<file path="src/rtl/tmds_10b8b_dec_pkg.sv">
// ----------------------------------------------------------------------------
// tmds_10b8b_dec_pkg
//   Shared definitions for the TMDS receive decoder:
//   - the four TMDS control-token code words (also used by the encoder side)
//   - the alignment FSM state encoding
//   - the per-word decode result structure
//   - a small popcount helper used by the coding-error check
//   No ports (package).
// ----------------------------------------------------------------------------
package tmds_10b8b_dec_pkg;

  // Control-token code words, indexed by the 2-bit control vector they carry.
  localparam logic [9:0] TOK_C00 = 10'h354;
  localparam logic [9:0] TOK_C01 = 10'h0AB;
  localparam logic [9:0] TOK_C10 = 10'h154;
  localparam logic [9:0] TOK_C11 = 10'h2AB;

  typedef enum logic [1:0] {
    ST_SEARCH = 2'd0,
    ST_SLIP   = 2'd1,
    ST_LOCKED = 2'd2
  } dec_state_e;

  typedef struct packed {
    logic       is_token;
    logic [1:0] c;
    logic [7:0] q;
    logic       code_err;
  } word_dec_t;

  function automatic logic [3:0] popcount8(input logic [7:0] v);
    logic [3:0] n;
    n = '0;
    for (int i = 0; i < 8; i++) begin
      n = n + {3'b000, v[i]};
    end
    return n;
  endfunction

endpackage

</file>
<file path="src/rtl/tmds_10b8b_dec_word_dec.sv">
// ----------------------------------------------------------------------------
// tmds_10b8b_dec_word_dec
//   Purely combinational decode of one raw 10-bit TMDS word.
//   Ports:
//     d    in  [9:0]  raw word: d[9]=invert flag, d[8]=XOR/XNOR flag, d[7:0]=payload
//     dec  out struct {is_token, c, q, code_err}
//          is_token : word is one of the four control tokens
//          c        : control vector carried by the token (00 when not a token)
//          q        : pixel data decoded from the word (always computed)
//          code_err : data word whose d[8] flag disagrees with its decoded ones count
// ----------------------------------------------------------------------------
module tmds_10b8b_dec_word_dec
  import tmds_10b8b_dec_pkg::*;
(
  input  logic [9:0] d,
  output word_dec_t  dec
);

  logic [7:0] x;
  logic [7:0] pix;
  logic [3:0] ones;
  logic       flag_expected;

  // Undo the optional inversion first, then undo the XOR/XNOR chain.
  assign x      = d[9] ? ~d[7:0] : d[7:0];
  assign pix[0] = x[0];

  for (genvar gi = 1; gi < 8; gi++) begin : g_chain
    assign pix[gi] = d[8] ? (x[gi] ^ x[gi-1]) : ~(x[gi] ^ x[gi-1]);
  end

  // The encoder picks XNOR for ones-heavy data (or exactly four ones with
  // bit 0 clear); any other d[8] value means the word was corrupted.
  assign ones          = popcount8(pix);
  assign flag_expected = ~((ones > 4'd4) || ((ones == 4'd4) && !pix[0]));

  always_comb begin
    dec.is_token = 1'b0;
    dec.c        = 2'b00;
    dec.q        = pix;
    case (d)
      TOK_C00: begin dec.is_token = 1'b1; dec.c = 2'b00; end
      TOK_C01: begin dec.is_token = 1'b1; dec.c = 2'b01; end
      TOK_C10: begin dec.is_token = 1'b1; dec.c = 2'b10; end
      TOK_C11: begin dec.is_token = 1'b1; dec.c = 2'b11; end
      default: ;
    endcase
    dec.code_err = !dec.is_token && (d[8] != flag_expected);
  end

endmodule

</file>
<file path="src/rtl/tmds_10b8b_dec.sv">
// ----------------------------------------------------------------------------
// tmds_10b8b_dec
//   TMDS receive decoder for one HDMI/DVI channel. Requests bit-slips from the
//   deserializer until control-token word alignment is found, then decodes each
//   word into pixel data or a control vector and flags coding errors.
//   Two-stage pipeline: stage 1 registers d, stage 2 registers the decode; the
//   alignment FSM acts on the stage-1 word.
//   Ports:
//     clk      in   word clock, one 10-bit word per cycle
//     rst      in   asynchronous reset, active-low
//     d        in   [9:0] raw TMDS word
//     q        out  [7:0] decoded pixel data, valid when den=1
//     c        out  [1:0] decoded control vector, valid when locked=1 and den=0
//     den      out  1 = q carries data
//     locked   out  word alignment achieved
//     bitslip  out  one-cycle request to shift the word boundary by one bit
//     err      out  one-cycle coding-error flag for the word at the outputs
// ----------------------------------------------------------------------------
module tmds_10b8b_dec
  import tmds_10b8b_dec_pkg::*;
#(
  parameter int LOCK_TOKENS   = 8,
  parameter int SEARCH_WINDOW = 1024,
  parameter int SLIP_WAIT     = 16,
  parameter int ERR_LIMIT     = 4
) (
  input  logic       clk,
  input  logic       rst,
  input  logic [9:0] d,
  output logic [7:0] q,
  output logic [1:0] c,
  output logic       den,
  output logic       locked,
  output logic       bitslip,
  output logic       err
);

  localparam int WIN_W  = $clog2(SEARCH_WINDOW) + 1;
  localparam int TOK_W  = $clog2(LOCK_TOKENS) + 1;
  localparam int SLIP_W = $clog2(SLIP_WAIT) + 1;
  localparam int ERR_W  = $clog2(ERR_LIMIT) + 1;

  // Stage 1: raw word plus a valid flag so the reset value of the register is
  // never mistaken for a received word.
  logic [9:0] d1_q, d1_d;
  logic       v1_q, v1_d;

  dec_state_e        state_q, state_d;
  logic [WIN_W-1:0]  win_q, win_d, win_inc;
  logic [TOK_W-1:0]  tok_q, tok_d, tok_inc;
  logic [SLIP_W-1:0] slip_q, slip_d, slip_inc;
  logic [ERR_W-1:0]  errc_q, errc_d, errc_inc;

  logic [7:0] q_q, q_d;
  logic [1:0] c_q, c_d;
  logic       den_q, den_d;
  logic       locked_q, locked_d;
  logic       bitslip_q, bitslip_d;
  logic       err_q, err_d;

  word_dec_t dec;

  tmds_10b8b_dec_word_dec u_word_dec (
    .d   (d1_q),
    .dec (dec)
  );

  assign d1_d = d;
  assign v1_d = 1'b1;

  // Saturating increments: counters stick at all-ones rather than wrapping.
  assign win_inc  = (win_q  == {WIN_W{1'b1}})  ? win_q  : win_q  + WIN_W'(1);
  assign tok_inc  = (tok_q  == {TOK_W{1'b1}})  ? tok_q  : tok_q  + TOK_W'(1);
  assign slip_inc = (slip_q == {SLIP_W{1'b1}}) ? slip_q : slip_q + SLIP_W'(1);
  assign errc_inc = (errc_q == {ERR_W{1'b1}})  ? errc_q : errc_q + ERR_W'(1);

  always_comb begin
    state_d   = state_q;
    win_d     = win_q;
    tok_d     = tok_q;
    slip_d    = slip_q;
    errc_d    = errc_q;
    q_d       = q_q;
    c_d       = c_q;
    den_d     = den_q;
    locked_d  = locked_q;
    bitslip_d = 1'b0;
    err_d     = 1'b0;

    if (v1_q) begin
      case (state_q)
        ST_SEARCH: begin
          q_d   = '0;
          c_d   = 2'b00;
          den_d = 1'b0;
          win_d = win_inc;
          tok_d = dec.is_token ? tok_inc : '0;
          if (dec.is_token && (tok_inc == TOK_W'(LOCK_TOKENS))) begin
            state_d  = ST_LOCKED;
            locked_d = 1'b1;
            win_d    = '0;
            tok_d    = '0;
            errc_d   = '0;
          end else if (win_q == WIN_W'(SEARCH_WINDOW - 1)) begin
            state_d   = ST_SLIP;
            bitslip_d = 1'b1;
            win_d     = '0;
            tok_d     = '0;
            slip_d    = '0;
          end
        end

        // Words arriving while the deserializer settles are discarded.
        ST_SLIP: begin
          q_d    = '0;
          c_d    = 2'b00;
          den_d  = 1'b0;
          slip_d = slip_inc;
          if (slip_q == SLIP_W'(SLIP_WAIT - 1)) begin
            state_d = ST_SEARCH;
            slip_d  = '0;
            win_d   = '0;
            tok_d   = '0;
          end
        end

        ST_LOCKED: begin
          if (dec.is_token) begin
            den_d  = 1'b0;
            c_d    = dec.c;
            errc_d = '0;
          end else begin
            den_d = 1'b1;
            q_d   = dec.q;
            err_d = dec.code_err;
            if (dec.code_err) begin
              errc_d = errc_inc;
              // The limiting word is still presented with den=1/err=1.
              if (errc_inc == ERR_W'(ERR_LIMIT)) begin
                state_d  = ST_SEARCH;
                locked_d = 1'b0;
                errc_d   = '0;
                win_d    = '0;
                tok_d    = '0;
              end
            end
          end
        end

        default: begin
          state_d  = ST_SEARCH;
          locked_d = 1'b0;
          win_d    = '0;
          tok_d    = '0;
          slip_d   = '0;
          errc_d   = '0;
        end
      endcase
    end
  end

  always_ff @(posedge clk or negedge rst) begin
    if (!rst) begin
      d1_q      <= '0;
      v1_q      <= 1'b0;
      state_q   <= ST_SEARCH;
      win_q     <= '0;
      tok_q     <= '0;
      slip_q    <= '0;
      errc_q    <= '0;
      q_q       <= '0;
      c_q       <= 2'b00;
      den_q     <= 1'b0;
      locked_q  <= 1'b0;
      bitslip_q <= 1'b0;
      err_q     <= 1'b0;
    end else begin
      d1_q      <= d1_d;
      v1_q      <= v1_d;
      state_q   <= state_d;
      win_q     <= win_d;
      tok_q     <= tok_d;
      slip_q    <= slip_d;
      errc_q    <= errc_d;
      q_q       <= q_d;
      c_q       <= c_d;
      den_q     <= den_d;
      locked_q  <= locked_d;
      bitslip_q <= bitslip_d;
      err_q     <= err_d;
    end
  end

  assign q       = q_q;
  assign c       = c_q;
  assign den     = den_q;
  assign locked  = locked_q;
  assign bitslip = bitslip_q;
  assign err     = err_q;

endmodule

</file>
<file path="config.mk">
export PLATFORM = sky130hd
export DESIGN_NAME = tmds_10b8b_dec
export DESIGN_NICKNAME = d
export VERILOG_FILES = /design/src/rtl/tmds_10b8b_dec_pkg.sv /design/src/rtl/tmds_10b8b_dec_word_dec.sv /design/src/rtl/tmds_10b8b_dec.sv
export SDC_FILE = /design/constraint.sdc
export NUM_CORES = 1
export LEC_CHECK = 0
export BUFFER_PORTS_ARGS = -buffer_cell sky130_fd_sc_hd__buf_2
export CAP_MARGIN = 15
export CORE_MARGIN = 1
export CORE_UTILIZATION = 48
export CTS_BUF_LIST = sky130_fd_sc_hd__clkbuf_2 sky130_fd_sc_hd__clkbuf_4 sky130_fd_sc_hd__clkbuf_8
export DETAILED_ROUTE_END_ITERATION = 10
export PLACE_DENSITY = 0.74
export SETUP_SLACK_MARGIN = 0.3
export SLEW_MARGIN = 20
export SYNTH_ARGS = -nofsm -noshare
export SYNTH_HDL_FRONTEND = slang
export SYNTH_SLANG_ARGS = --single-unit
</file>
<file path="constraint.sdc">
create_clock -name clk -period 8.8 [get_ports clk]
set_clock_uncertainty 0.1 [all_clocks]
set_input_delay 0.44 -clock clk [delete_from_list [all_inputs] [get_ports clk]]
set_output_delay 0.44 -clock clk [all_outputs]
set_load 0.03 [all_outputs]
</file>
==> results of run 1 <==
## routing by layer
layer  track usage, %  vias to the layer above  wire, um  part of all wire (%)
li1                 -                     1102         -                     -
met2             30.3                       52      2610                    45
met5                0                        -         0                     0
met3             3.77                       11       207                   3.6
met4             7.82                        0       102                   1.8
met1             29.4                     1110      2890                    50
## layout make-up
cell class                 count  share of cell area [%]
inverter                      22                    2.58
clock buffer                   6                    2.58
multi-input combinational    207                    46.7
timing repair buffer          27                    4.37
tap                           72                    2.81
sequential                    50                    39.1
clock inverter                 2                    1.88
## worst max-delay path: cells and delay by family (launching register included)
kind            cells  cell delay [ps]
fa+ha+maj           4             1720
compound gates      5             1590
flops               1              680
xor+xnor            2              500
buf+inv             2              180
## stage by stage
| stage | power [mW] | std cells |
|---|---|---|
| floorplan | 0.346 | 289 |
| global placement | 0.369 | 378 |
| detailed placement | 0.375 | 378 |
| CTS | 0.575 | 386 |
| global route | 0.603 | 386 |
| finish | 0.569 | 386 |
## registers in the layout, indices dropped and copies added (netlist names)
signal,cells
c,2
v1_q,1
d1_q,10
den,1
bitslip,1
slip_q,5
tok_q,4
win_q,11
err,1
locked,1
state_q,2
errc_q,3
q,8
## kinds of logic after synthesis
group	count (synthesis)
and+or+nand+nor	93
buffers and inverters	32
AOI/OAI and AO/OA	73
other	1
DFF	50
adders and majority gates	18
muxes	8
xor gates and xnor gates	14
## worst max-delay path by stage
stage,slack [ps],cells after the start,start,end
floorplan,4470,14,d1_q[8]$_DFF_PN0_,errc_q[1]$_DFFE_PN0P_
global placement,4100,13,d1_q[8]$_DFF_PN0_,win_q[6]$_DFFE_PN0P_
detailed placement,3930,13,d1_q[8]$_DFF_PN0_,win_q[6]$_DFFE_PN0P_
CTS,3930,13,d1_q[8]$_DFF_PN0_,win_q[6]$_DFFE_PN0P_
global route,3710,13,d1_q[8]$_DFF_PN0_,win_q[6]$_DFFE_PN0P_
finish,3950,13,d1_q[8]$_DFF_PN0_,win_q[6]$_DFFE_PN0P_
## layout by cell type, fill, tap and decap left out, drive strengths merged, types with 2 or more instances in the layout
cell type / instances
dfrtp: 50
buf: 27
nand2: 24
inv: 21
o21ai: 21
nor2: 14
ha: 14
nand3: 12
xnor2: 10
a211oi: 8
nor3: 8
mux2i: 6
clkbuf: 6
nand4: 5
a22o: 5
a21oi: 5
nor4: 5
xor2: 4
nor2b: 4
a21o: 4
fa: 4
nor3b: 4
and3: 3
o21a: 3
o31ai: 3
nor4b: 3
o211ai: 2
and4: 2
or3: 2
a211o: 2
mux2: 2
o22a: 2
a31oi: 2
bufinv: 2
## power by group
| group | switching [mW] | internal, mW |
|---|---|---|
| sequential | 0.0177 | 0.243 |
| combinational | 0.0626 | 0.0470 |
| clock | 0.0777 | 0.121 |
| total | 0.158 | 0.411 |
==> flow_summary.yaml, run 1 <==
run_status:
  outcome: "complete, no violations"
cells_and_area:
  antenna_cells_inserted: 0
  layout-drive-gt1-share_pct: 14.0
  seqCellArea_um2: 1250
  area_delta_synth_final_pct: 11.3
  fin_nets: 343
  multi_input_area_um2: 1500
  n_fill_cell: 497
  final_cell_area_um2: 3200
  fin_util_pct: 56.8
yosys:
  synth_top_family_by_area: "compound AO/OA/AOI/OAI gates"
  synth_area_leader_cell: "dfrtp_1"
  synth.distinct_cells: 65
  synth_top_area_share_pct: 43.5
  post_synth_inst_count: 289
  netlist_top_cells_area: "dfrtp_1, ha_1, o21ai_0"
  synth_seq_area_share_pct: 43.5
  synth_ff_type: "dfrtp_1"
  synth.most_common_cell: "dfrtp_1"
  parity_gate_share_of_the_synthesized_area_counting_xor_and_xnor_cells_pct: 4.26
  yosys_register_bits: 50
  synth_area_um2: 2880
  synth_async_sr_flop_share_pct: 100
  yosys.area_share.simple_pct: 17.8
  synth_warnings: 0
  synth_compound_area_share_pct: 18.0
  synthMuxAreaShare_pct: 2.87
  synth_edf_count: 0
  synth_fp_nets: 319
  most_used_standard_cells_in_the_synthesized_netlist: "dfrtp_1, nand2_1, inv_1"
  synth_area_per_cell_um2: 9.96
  yosys.area_share.adder_pct: 8.87
routing:
  drc: 0
  drt_pre_antenna_iters: 4
  route.detailed.wl_per_inst_um: 15.1
  antenna_violating_nets_post_route: 0
  via_count: 2275
  route.detailed.vias_per_inst: 5.89
  wirelength_mm: 5.81
  number_of_violations_reported_at_the_end_of_detailed_routing_iteration_0: 154
cts:
  cts_max_path_buffers: 2
  tritoncts.num_buffers: 5
  cts.root.buffer_cell: "clkbuf_8"
  cts_repair_resize_count: 0
  cts-hold-fix-buffers: 0
  cts_post_setup_buffers_inserted: 0
  cts_tree: "done"
  cts_htree_levels: 2
  clock_latency_ps: 320
  tritoncts_sink_count: 50
  cts_clock_pin_slew_for_the_worst_setup_and_hold_paths_ps: 100
critical_path:
  end_kind: "flip-flop"
  cpPeakStageDelay_ps: 680
  reg2reg_to: "win_q[6]$_DFFE_PN0P_"
  timing.setup.critical_path_class: "reg2reg"
  critPathRequiredTime_ps: 8910
  cp_cell_sequence: "xor2_1, xnor2_1, fa_1, inv_1, fa_1, fa_1, inv_1, fa_1, o31a_1, o21a_1, o21bai_2, a211oi_1, o221a_2"
  arrival_ps: 4970
  cp-start-kind: "flip-flop"
  r2r_setup_slack_ps: 3950
  r2r.worst_path.cells: 13
  critical-path-slowest-cell: "dfrtp_1"
  regToRegStartpoint: "d1_q[8]$_DFF_PN0_"
  critical_path_peak_fanout: 14
  worst_path_most_repeated_cell: "fa_1"
global_route:
  grt_usage_pct: 20.4
  grt_overflow_total: 0
  global_route_wire_length_before_repair_mm: 10.0
  pin_count_of_the_biggest_net_entering_global_routing: 51
  number_of_antenna_violations_at_the_first_check_in_global_routing: 0
  via_count_of_the_first_global_routing_pass: 2150
floorplanning:
  dieArea_um2: 6310
  coreArea_um2: 5640
  floorplan.die.height_um: 79.4
  num_io_pins: 26
  placementRows: 27
  initial_utilization_pct: 51.0
  die-width_um: 79.4
place:
  pre_cts_ws_ps: 3930
  placed_area_um2: 3060
  port_buffer_count: 25
  dp.final_hpwl_mm: 4.10
  finalWeightedCongestion: 0.886
timing:
  final_max_slew_viol_count: 0
  layout_worst_path_cycle_share_pct: 55.2
  timing.final.crit_period_ps: 4850
  setup_tns_ps: 0
  finalSetupViolCount: 0
  hold_slack_final_ps: 121
  peak_freq_ghz: 0.206
  grt_setup_unrepaired: "no"
  pin_slew_with_the_least_headroom_to_its_limit_ps: 1040
  setup_slack_ps: 3950
  hold_viol: 0
  max_slew_headroom_pct: 30.5
hold_path:
  min-delay-path-class: "in2async"
job:
  maximum_capacitance_violations: 0
power_and_ir_drop:
  ir_drop_v: 0.000121
  p_per_area_nw_per_um2: 178
  cellLeakagePower_nw: 1.51
No activity file was read; power rests on OpenSTA's default activity.
==> inputs of run 2 (changes only) <==
--- a/config.mk
+++ b/config.mk
@@ -5,13 +5,14 @@
 export SDC_FILE = /design/constraint.sdc
 export NUM_CORES = 1
 export LEC_CHECK = 0
+export ABC_AREA = 1
 export BUFFER_PORTS_ARGS = -buffer_cell sky130_fd_sc_hd__buf_2
 export CAP_MARGIN = 15
 export CORE_MARGIN = 1
 export CORE_UTILIZATION = 48
 export CTS_BUF_LIST = sky130_fd_sc_hd__clkbuf_2 sky130_fd_sc_hd__clkbuf_4 sky130_fd_sc_hd__clkbuf_8
 export DETAILED_ROUTE_END_ITERATION = 10
-export PLACE_DENSITY = 0.74
+export PLACE_DENSITY = 0.73
 export SETUP_SLACK_MARGIN = 0.3
 export SLEW_MARGIN = 20
 export SYNTH_ARGS = -nofsm -noshare
==> constraint.sdc (replaced) <==
create_clock -name clk -period 4.53 [get_ports clk]
set_clock_uncertainty 0.1 [all_clocks]
set_input_delay 0.2265 -clock clk [delete_from_list [all_inputs] [get_ports clk]]
set_output_delay 0.2265 -clock clk [all_outputs]
set_load 0.03 [all_outputs]
==> flow_summary.yaml, run 2 <==
yosys:
  yosys_register_bits: 50
  most_used_standard_cells_in_the_synthesized_netlist: "nand2_1, dfrtp_1, inv_1"
  synth_area_per_cell_um2: 8.19
  synth_area_um2: 3000
  synth_edf_count: 0
  synth_area_leader_cell: "dfrtp_1"
  netlist_top_cells_area: "dfrtp_1, nand2_1, inv_1"
  synth_warnings: 0
  synth_ff_type: "dfrtp_1"
  synth.most_common_cell: "nand2_1"
  post_synth_inst_count: 367
  synth_seq_area_share_pct: 41.6
  synth.distinct_cells: 32
  synth_fp_nets: 397
  synth_async_sr_flop_share_pct: 100
  synth_top_area_share_pct: 41.6
timing:
  peak_freq_ghz: 0.251
  final_max_slew_viol_count: 0
  grt_setup_unrepaired: "no"
  pin_slew_with_the_least_headroom_to_its_limit_ps: 633
  layout_worst_path_cycle_share_pct: 88.0
  hold_viol: 0
  timing.final.crit_period_ps: 3980
  max_slew_headroom_pct: 57.8
  setup_tns_ps: 0
  finalSetupViolCount: 0
  hold_slack_final_ps: 388
power_and_ir_drop:
  ir_drop_v: 0.000211
  cellLeakagePower_nw: 1.82
  p_per_area_nw_per_um2: 289
global_route:
  grt_usage_pct: 20.1
  groute.layer.met1.usage_pct: 25.9
  global_route.usage.met3_pct: 3.93
  busiest_metal_layer_after_global_routing: "met2"
  pin_count_of_the_biggest_net_entering_global_routing: 51
  global_route_wire_length_before_repair_mm: 10.1
  via_count_of_the_first_global_routing_pass: 2262
  number_of_antenna_violations_at_the_first_check_in_global_routing: 0
  grt_util_met2_pct: 33.6
  grt_overflow_total: 0
critical_path:
  critPathRequiredTime_ps: 4640
  worstSetupStartpoint: "d1_q[4]$_DFF_PN0_"
  arrival_ps: 4090
  critical_path_peak_fanout: 15
  cp-start-kind: "flip-flop"
  cpPeakStageDelay_ps: 550
  cp_cell_sequence: "xnor2_2, xor2_1, inv_1, fa_1, inv_1, fa_1, fa_2, inv_1, fa_1, nor2_1, nand3_1, nand2_1, nand3_1, nand3_2, nand2_4, nand2_8, nand2_8, nand2_1, nand2_1"
  critical-path-slowest-cell: "fa_1"
  end_kind: "flip-flop"
  regToRegStartpoint: "d1_q[4]$_DFF_PN0_"
  timing.setup.critical_path_class: "reg2reg"
floorplanning:
  num_io_pins: 26
  placementRows: 28
  floorplan.die.height_um: 81.1
  dieArea_um2: 6580
  die-width_um: 81.1
  initial_utilization_pct: 50.1
  coreArea_um2: 5990
routing:
  via_count: 2413
  number_of_violations_reported_at_the_end_of_detailed_routing_iteration_0: 141
  route.detailed.vias_per_inst: 4.92
  route.detailed.wl_per_inst_um: 12.2
  drt_pre_antenna_iters: 4
  antenna_violating_nets_post_route: 0
  drc: 0
  wirelength_mm: 5.98
cts:
  tritoncts.num_buffers: 5
  cts_htree_levels: 2
  cts_max_path_buffers: 2
  cts_clock_pin_slew_for_the_worst_setup_and_hold_paths_ps: 100
  cts_tree: "done"
  cts.root.buffer_cell: "clkbuf_8"
  tritoncts_sink_count: 50
  clock_latency_ps: 310
hold_path:
  min-delay-path-class: "reg2reg"
  hold_path_startpoint: "win_q[10]$_DFFE_PN0P_"
cells_and_area:
  layout.cells.most_common_list: "nand2_1, dfrtp_1, inv_1"
  antenna_cells_inserted: 0
  mostFrequentLayoutCell: "nand2_1"
  fin_nets: 444
  area_delta_synth_final_pct: 17.6
  n_fill_cell: 518
  regMostFlops: "win_q"
  largest_register_ffs: 11
  layout-drive-gt1-share_pct: 18.6
job:
  maximum_capacitance_violations: 0
place:
  finalWeightedCongestion: 0.874
  port_buffer_count: 25
  dp.final_hpwl_mm: 4.26
run_status:
  outcome: "complete, no violations"
[run 2: cell count changes after synthesis, moves of 7 or more]
cell and delta:
nand2_1 +74, inv_1 +26, nor2_1 +21, nand3_1 +17
xor2_1 +10, o21ai_0 -9, a211oi_1 -8, nand3_2 +7
[run 2: metrics by stage]
step	instances	setup slack [ps]	power [mW]	utilization [%]	instance area [um^2]
after CTS	485	301	1.01	56.9	3410
after global routing	490	307	1.09	59.0	3530
after global placement	466	386	0.729	53.5	3200
final	490	546	1.02	59.0	3530
after detailed placement	466	253	0.738	53.5	3200
after floorplan	367	627	0.686	-	3000
[run 2: where the power goes]
group	internal, mW	total [mW]	switching, mW
clock network	0.115	0.262	0.147
registers	0.470	0.500	0.0297
logic	0.114	0.258	0.144
[run 2: routing by layer]
metal	wire length (um)	part of all wire, %	vias up
li1	-	-	1254
met1	2790	47	1110
met2	2900	48	37
met3	169	2.8	12
met4	119	2.0	0
met5	0	0	-
[run 2: critical path, delay by kind of cell (launching register included)]
kind          cells  cell delay [ps]
fa+ha+maj         4             1770
simple gates     10              990
flops             1              440
xor+xnor          2              370
buf+inv           3              210
[run 2: cells by family (layout without fill, tap and decap cells)]
family / Yosys count / after routing / share of synthesized area (%)
other: 1 / 1 / 0.125
DFF: 50 / 50 / 41.6
adders and majority gates: 18 / 18 / 8.50
and+or+nand+nor: 186 / 186 / 28.4
AOI/OAI and AO/OA: 35 / 35 / 7.33
xor gates and xnor gates: 22 / 22 / 6.41
buffers and inverters: 55 / 103 / 7.62
[run 2: path summary, 6_finish.rpt]
kind                                        end  slack (ps)  cells past startpoint
min                           bitslip$_DFF_PN0_         390                      1
min reg2reg                   bitslip$_DFF_PN0_         390                      1
max reg2reg                win_q[1]$_DFFE_PN0P_         550                     19
max in group asynchronous     d1_q[8]$_DFF_PN0_        3420                      3
min in group asynchronous     d1_q[4]$_DFF_PN0_         460                      3
max                        win_q[1]$_DFFE_PN0P_         550                     19
[run 2: what timing repair did]
action / in CTS / in global routing
hold endpoints to repair: 60 / 0
setup endpoints to repair: 10 / 20
gates resized for setup: 1 / 14
pin swaps: 0 / 3
hold buffers: 11 / 0
buffers inserted: 0 / 5
[run 2: final cells by class]
cell class,instances,area (um^2),area share (%)
Clock buffer,6,76.3,2.16
Timing Repair Buffer,43,288,8.14
Tap cell,75,93.8,2.66
Inverter,52,195,5.52
Sequential cell,50,1250,35.4
Clock inverter,2,13.8,0.390
Multi-Input combinational cell,262,1610,45.7
